### config.mk
export PLATFORM = sky130hd
export DESIGN_NAME = conv_ctrl
export DESIGN_NICKNAME = d
export VERILOG_FILES = /design/src/rtl/conv_ctrl.sv
export SDC_FILE = /design/constraint.sdc
export NUM_CORES = 1
export LEC_CHECK = 0
export ABC_AREA = 0
export CORE_MARGIN = 4
export CORE_UTILIZATION = 58
export CTS_CLUSTER_DIAMETER = 60
export DETAILED_ROUTE_END_ITERATION = 7
export PLACE_DENSITY = 0.8
export SLEW_MARGIN = 20
export SYNTH_ARGS = -nofsm -noshare
export SYNTH_HDL_FRONTEND = slang
export SYNTH_SLANG_ARGS = --single-unit
### constraint.sdc
create_clock -name clk -period 6.6 [get_ports clk]
set_clock_uncertainty 0.05 [all_clocks]
set_input_delay 1.32 -clock clk [delete_from_list [all_inputs] [get_ports clk]]
set_output_delay 1.32 -clock clk [all_outputs]
set_load 0.02 [all_outputs]
### src/rtl/conv_ctrl.sv
`default_nettype none
// conv_ctrl: walks every valid output pixel of the convolution, issuing X/W read addresses and
// MAC strobes, then hands each finished sum to the output FIFO. Rev 1.0
module conv_ctrl #(
  parameter  int R       = 8,
  parameter  int C       = 8,
  parameter  int MAXK    = 5,
  parameter  int MAC_LAT = 3,
  localparam int K_BITS  = $clog2(MAXK + 1),
  localparam int XW      = (R * C > 1) ? $clog2(R * C) : 1,
  localparam int WW      = (MAXK > 1) ? $clog2(MAXK * MAXK) : 1
) (
  input  logic              clk,
  input  logic              reset,
  input  logic              inputs_loaded,
  input  logic [K_BITS-1:0] K,
  output logic [XW-1:0]     X_read_addr,
  output logic [WW-1:0]     W_read_addr,
  output logic              mac_input_valid,
  output logic              mac_init_acc,
  output logic              out_valid,
  input  logic              out_ready,
  output logic              compute_finished
);

  localparam int RW   = $clog2(R + 1);
  localparam int CW   = $clog2(C + 1);
  localparam int DW   = $clog2(MAC_LAT + 1);
  localparam int KLIM = (R < C) ? ((R < MAXK) ? R : MAXK) : ((C < MAXK) ? C : MAXK);

  typedef enum logic [2:0] {IDLE, ISSUE, DRAIN, OUT, DONE} state_t;

  state_t            state_q, state_d;
  logic [K_BITS-1:0] kq_q, kq_d, i_q, i_d, j_q, j_d;
  logic [RW-1:0]     r_q, r_d;
  logic [CW-1:0]     c_q, c_d;
  logic [DW-1:0]     drain_q, drain_d;
  logic [XW-1:0]     x_addr_q, x_addr_d;
  logic [WW-1:0]     w_addr_q, w_addr_d;
  logic              issue_q, issue_d, init_q, init_d;
  logic              mac_valid_q, mac_init_q;
  logic              out_valid_q, out_valid_d, done_q, done_d;
  logic              k_ok, last_col, last_pix;
  logic [31:0]       x_sum, w_sum;

  assign k_ok     = (K != '0) && (32'(K) <= 32'(KLIM));
  assign last_col = (32'(c_q) == 32'(C) - 32'(kq_q));
  assign last_pix = last_col && (32'(r_q) == 32'(R) - 32'(kq_q));

  always_comb begin
    state_d = state_q;
    kq_d    = kq_q;
    r_d     = r_q;
    c_d     = c_q;
    i_d     = i_q;
    j_d     = j_q;
    drain_d = drain_q;
    case (state_q)
      IDLE: begin
        if (inputs_loaded) begin
          kq_d    = K;
          r_d     = '0;
          c_d     = '0;
          i_d     = '0;
          j_d     = '0;
          state_d = k_ok ? ISSUE : DONE;
        end
      end
      ISSUE: begin
        if (j_q == kq_q - K_BITS'(1)) begin
          j_d = '0;
          if (i_q == kq_q - K_BITS'(1)) begin
            i_d     = '0;
            drain_d = '0;
            state_d = DRAIN;
          end else begin
            i_d = i_q + K_BITS'(1);
          end
        end else begin
          j_d = j_q + K_BITS'(1);
        end
      end
      DRAIN: begin
        if (32'(drain_q) == 32'(MAC_LAT - 1)) begin
          state_d = OUT;
        end else begin
          drain_d = drain_q + DW'(1);
        end
      end
      OUT: begin
        if (out_ready) begin
          if (last_pix) begin
            state_d = DONE;
          end else begin
            if (last_col) begin
              c_d = '0;
              r_d = r_q + RW'(1);
            end else begin
              c_d = c_q + CW'(1);
            end
            i_d     = '0;
            j_d     = '0;
            state_d = ISSUE;
          end
        end
      end
      DONE:    state_d = IDLE;
      default: state_d = IDLE;
    endcase
  end

  // Addresses are registered for the term the next cycle will issue; sums are 32-bit so no overflow.
  always_comb begin
    x_sum       = (32'(r_d) + 32'(i_d)) * 32'(C) + 32'(c_d) + 32'(j_d);
    w_sum       = 32'(i_d) * 32'(kq_d) + 32'(j_d);
    issue_d     = (state_d == ISSUE);
    init_d      = issue_d && (i_d == '0) && (j_d == '0);
    x_addr_d    = issue_d ? XW'(x_sum) : x_addr_q;
    w_addr_d    = issue_d ? WW'(w_sum) : w_addr_q;
    out_valid_d = (state_d == OUT);
    done_d      = (state_d == DONE);
  end

  always_ff @(posedge clk) begin
    if (reset) begin
      state_q     <= IDLE;
      kq_q        <= '0;
      r_q         <= '0;
      c_q         <= '0;
      i_q         <= '0;
      j_q         <= '0;
      drain_q     <= '0;
      x_addr_q    <= '0;
      w_addr_q    <= '0;
      issue_q     <= 1'b0;
      init_q      <= 1'b0;
      mac_valid_q <= 1'b0;
      mac_init_q  <= 1'b0;
      out_valid_q <= 1'b0;
      done_q      <= 1'b0;
    end else begin
      state_q     <= state_d;
      kq_q        <= kq_d;
      r_q         <= r_d;
      c_q         <= c_d;
      i_q         <= i_d;
      j_q         <= j_d;
      drain_q     <= drain_d;
      x_addr_q    <= x_addr_d;
      w_addr_q    <= w_addr_d;
      issue_q     <= issue_d;
      init_q      <= init_d;
      // One-cycle delay matches the memory read latency.
      mac_valid_q <= issue_q;
      mac_init_q  <= init_q;
      out_valid_q <= out_valid_d;
      done_q      <= done_d;
    end
  end

  assign X_read_addr      = x_addr_q;
  assign W_read_addr      = w_addr_q;
  assign mac_input_valid  = mac_valid_q;
  assign mac_init_acc     = mac_init_q;
  assign out_valid        = out_valid_q;
  assign compute_finished = done_q;

endmodule
`default_nettype wire

==> impl_metrics.csv <==
group,metric,value,unit
grt,grt_pass1_wl,9800,µm
pwr,powerDensity,199,nW/µm²
floorplanning,io_pins,22,
route,drtAntennaViolNets,0,
setup_path,crit_path_end_kind,"register",
synthesis,yosys_warnings,0,
synthesis,synth_edf_count,0,
cells_and_area,drive_above_1_share,8.17,%
route,post-route-drc-count,0,
synthesis,synth_adder_area_share,13.2,%
synthesis,avgSynthCellArea,9.01,µm²
pwr,ir_drop,120,µV
sta,maxSlewHeadroom,43.5,%
setup_path,worstSetupStartpointType,"register",
setup_path,path_max_fanout,8,
cells_and_area,layout_commonest_cell,"nor2_1",
sta,finalCritPeriodShare,79.9,%
pwr,p_leak,1.17,nW
clocking,cts_resized,0,
synthesis,synthSimpleGateAreaFrac,24.2,%
clocking,cts_root_buf,"clkbuf_8",
route,first_pass_iters,4,
clocking,cts_setup_buffers,0,
grt,grt_pass1_vias,2120,
synthesis,syn_area,2570,µm²
floorplanning,die-width,74.6,µm
pwr,switching_power,0.000166,W
synthesis,synth.mux.area_fraction,4.77,%
route,wire_per_inst,15.9,µm
synthesis,synth_nets,316,
placed_design,pre_cts_ws,1.11,ns
synthesis,synthFlopType,"dfxtp_1",
sta,fin_ws,1.32,ns
min_path,hold_path.class,"reg2reg",
sta,finalSetupViolations,0,
clocking,clk_pin_slew,0.08,ns
synthesis,synth_xor_area_share,7.99,%
floorplanning,core,4140,µm²
sta,max_clock_freq,190,MHz
synthesis,synth_top_family_by_area,"simple AND/OR/NAND/NOR gates",
placed_design,gp_congestion,0.864,
setup_path,worstPathArrival,5.42,ns
floorplanning,die_h,74.6,µm
placed_design,io_buffer_count,21,
setup_path,critPathKind,"reg2reg",
setup_path,crit_required,6.74,ns
cells_and_area,final_area,2910,µm²
clocking,postCtsHoldBufs,0,
route,vias,2091,
placed_design,placed_area,2800,µm²
route,drt_wl_total,5670,µm
grt,grt_usage,22.8,%
route,viasPerCell,5.87,
synthesis,synth_top_cell_by_area,"dfxtp_1",
cells_and_area,layout_common_cells,"41 x nor2_1, 39 x dfxtp_1, 21 x clkdlybuf4s50_1, 19 x ha_1, 16 x inv_1",
route,drt_iter0_drc,143,
clocking,cts_tree,"yes",
cells_and_area,diodes,0,
pwr,seqPwrFrac,44.1,%
pwr,p_int,0.000411,W
synthesis,syn_inst,285,
cells_and_area,syn_to_final_growth,13.3,%
grt,grt-ovfl-total,0,
clocking,cts_buffers,5,
synthesis,yosysSeqAreaShare,30.4,%
floorplanning,row_count,23,
clocking,cts_sinks,39,
pwr,clockPowerShare,34.5,%
sta,rsz0062_at_grt,"false",
sta,fin_crit,5.28,ns
pwr,pwr-share-comb,21.4,%
synthesis,ys_seq_elements,39,
pwr,swShare,28.8,%
clocking,htreeDepth,2,
sta,tns,0,ns
cells_and_area,nFillCells,330,
clocking,clkLatencyLatePin,0.29,ns
job,drv_cap,0,
synthesis,synth_top_area_share,30.4,%
outcome,status,"completed",
sta,hold_viol,0,
synthesis,synth_area_leaders,"dfxtp_1 30%, ha_1 9.3%, nor2_1 6.0%, xnor2_1 5.1%, fa_1 3.9%",
clocking,clockBufferDepth,2,
grt,antenna_found_initial,0,
placed_design,dp_hpwl,4300,µm
floorplanning,start_util,62.0,%
sta,finalMaxSlewViolations,0,
floorplanning,die_area,5560,µm²
grt,grt_max_degree,42,
cells_and_area,finalNetCount,336,
sta,max_slew.worst_pin.slew,0.845,ns
synthesis,yosysUniqueCellTypes,61,
synthesis,synth-compound-area-share,15.2,%
synthesis,synthArstFlopShare,0,%
==> synthesized netlist by cell type (2+ instances only) <==
cell type  instances
a21oi_1           14
a22o_1             3
a22oi_1            4
a31oi_1            4
and2_1             3
buf_2              2
buf_6              2
clkbuf_1           5
dfxtp_1           39
fa_1               5
ha_1              19
inv_1             16
mux2_2             2
mux2i_1           10
nand2_1           14
nand2b_1           2
nand3_1            7
nand3b_1           2
nand4bb_1          2
nor2_1            41
nor2b_1           12
nor3_1             6
nor3b_1            4
nor4b_1            2
o21ai_0            8
o2bb2ai_1          2
o31ai_1            2
or2_2              3
xnor2_1           15
xor2_1             3
xor3_1             2
==> critical path, stage by stage, from the launching register on <==
cell and delay, ns:
dfxtp_1 0.56, inv_1 0.14, ha_1 0.31, xnor2_1 0.18
or4_4 0.51, a31oi_4 0.33, a31o_2 0.27, nand2b_1 0.13
a22oi_1 0.16, or2_2 0.36, fa_1 0.52, inv_1 0.06
fa_1 0.48, ha_1 0.32, a21o_1 0.17, a21oi_1 0.17
xnor2_1 0.15, xnor2_1 0.10, a22o_1 0.21
==> metrics by stage <==
stage / util [%] / power, W / instances / hold WS, ns
floorplan: - / 0.000354 / 285 / 0.364
global placement: 67.5 / 0.000381 / 348 / 0.368
detailed placement: 67.5 / 0.000383 / 348 / 0.375
CTS: 70.2 / 0.000580 / 356 / 0.394
global route: 70.2 / 0.000600 / 356 / 0.413
finish: 70.2 / 0.000578 / 356 / 0.389
==> layout make-up <==
class	count	area [µm²]	area share (%)
Clock buffer	5	68.8	2.36
Clock inverter	3	43.8	1.50
Inverter	16	60.1	2.06
Multi-Input combinational cell	221	1680	57.6
Sequential cell	39	781	26.8
Tap cell	50	62.6	2.15
Timing Repair Buffer	22	218	7.48
==> cells by family after synthesis <==
family	count (synthesis)
xor gates and xnor gates	20
adders and majority gates	24
muxes	12
AOI/OAI and AO/OA	53
buffers and inverters	25
DFF	39
and+or+nand+nor	112
==> final timing paths <==
check	start	endpoint	slack (ns)	cells after the start
worst min register to register	issue_q	mac_input_valid	0.39	1
worst min-delay path	issue_q	mac_input_valid	0.39	1
worst max register to register	kq_q[0]	W_read_addr[4]	1.32	18
worst max-delay path	kq_q[0]	W_read_addr[4]	1.32	18
==> layer usage <==
| metal | GRT usage, % | part of all wire [%] |
|---|---|---|
| met3 | 4.32 | 4.2 |
| met4 | 5.34 | 1.0 |
| met1 | 28.8 | 45 |
| met2 | 40.3 | 49 |
| met5 | 0 | 0 |
==> registers in the layout (all words and copies together) (netlist names), 2 cells and up <==
name	flops
W_read_addr	5
X_read_addr	6
c_q	4
drain_q	2
i_q	3
j_q	3
kq_q	3
r_q	4
state_q	3
==> power groups by stage <==
stage	Sequential, W	Combinational, W	Clock, W
after CTS	0.000254	0.000124	0.000201
after global routing	0.000256	0.000136	0.000209
final	0.000255	0.000124	0.000199
after detailed placement	0.000260	0.000123	0
after global placement	0.000260	0.000121	0
after floorplan	0.000259	0.0000948	0
(Power assumes the default switching activity.)
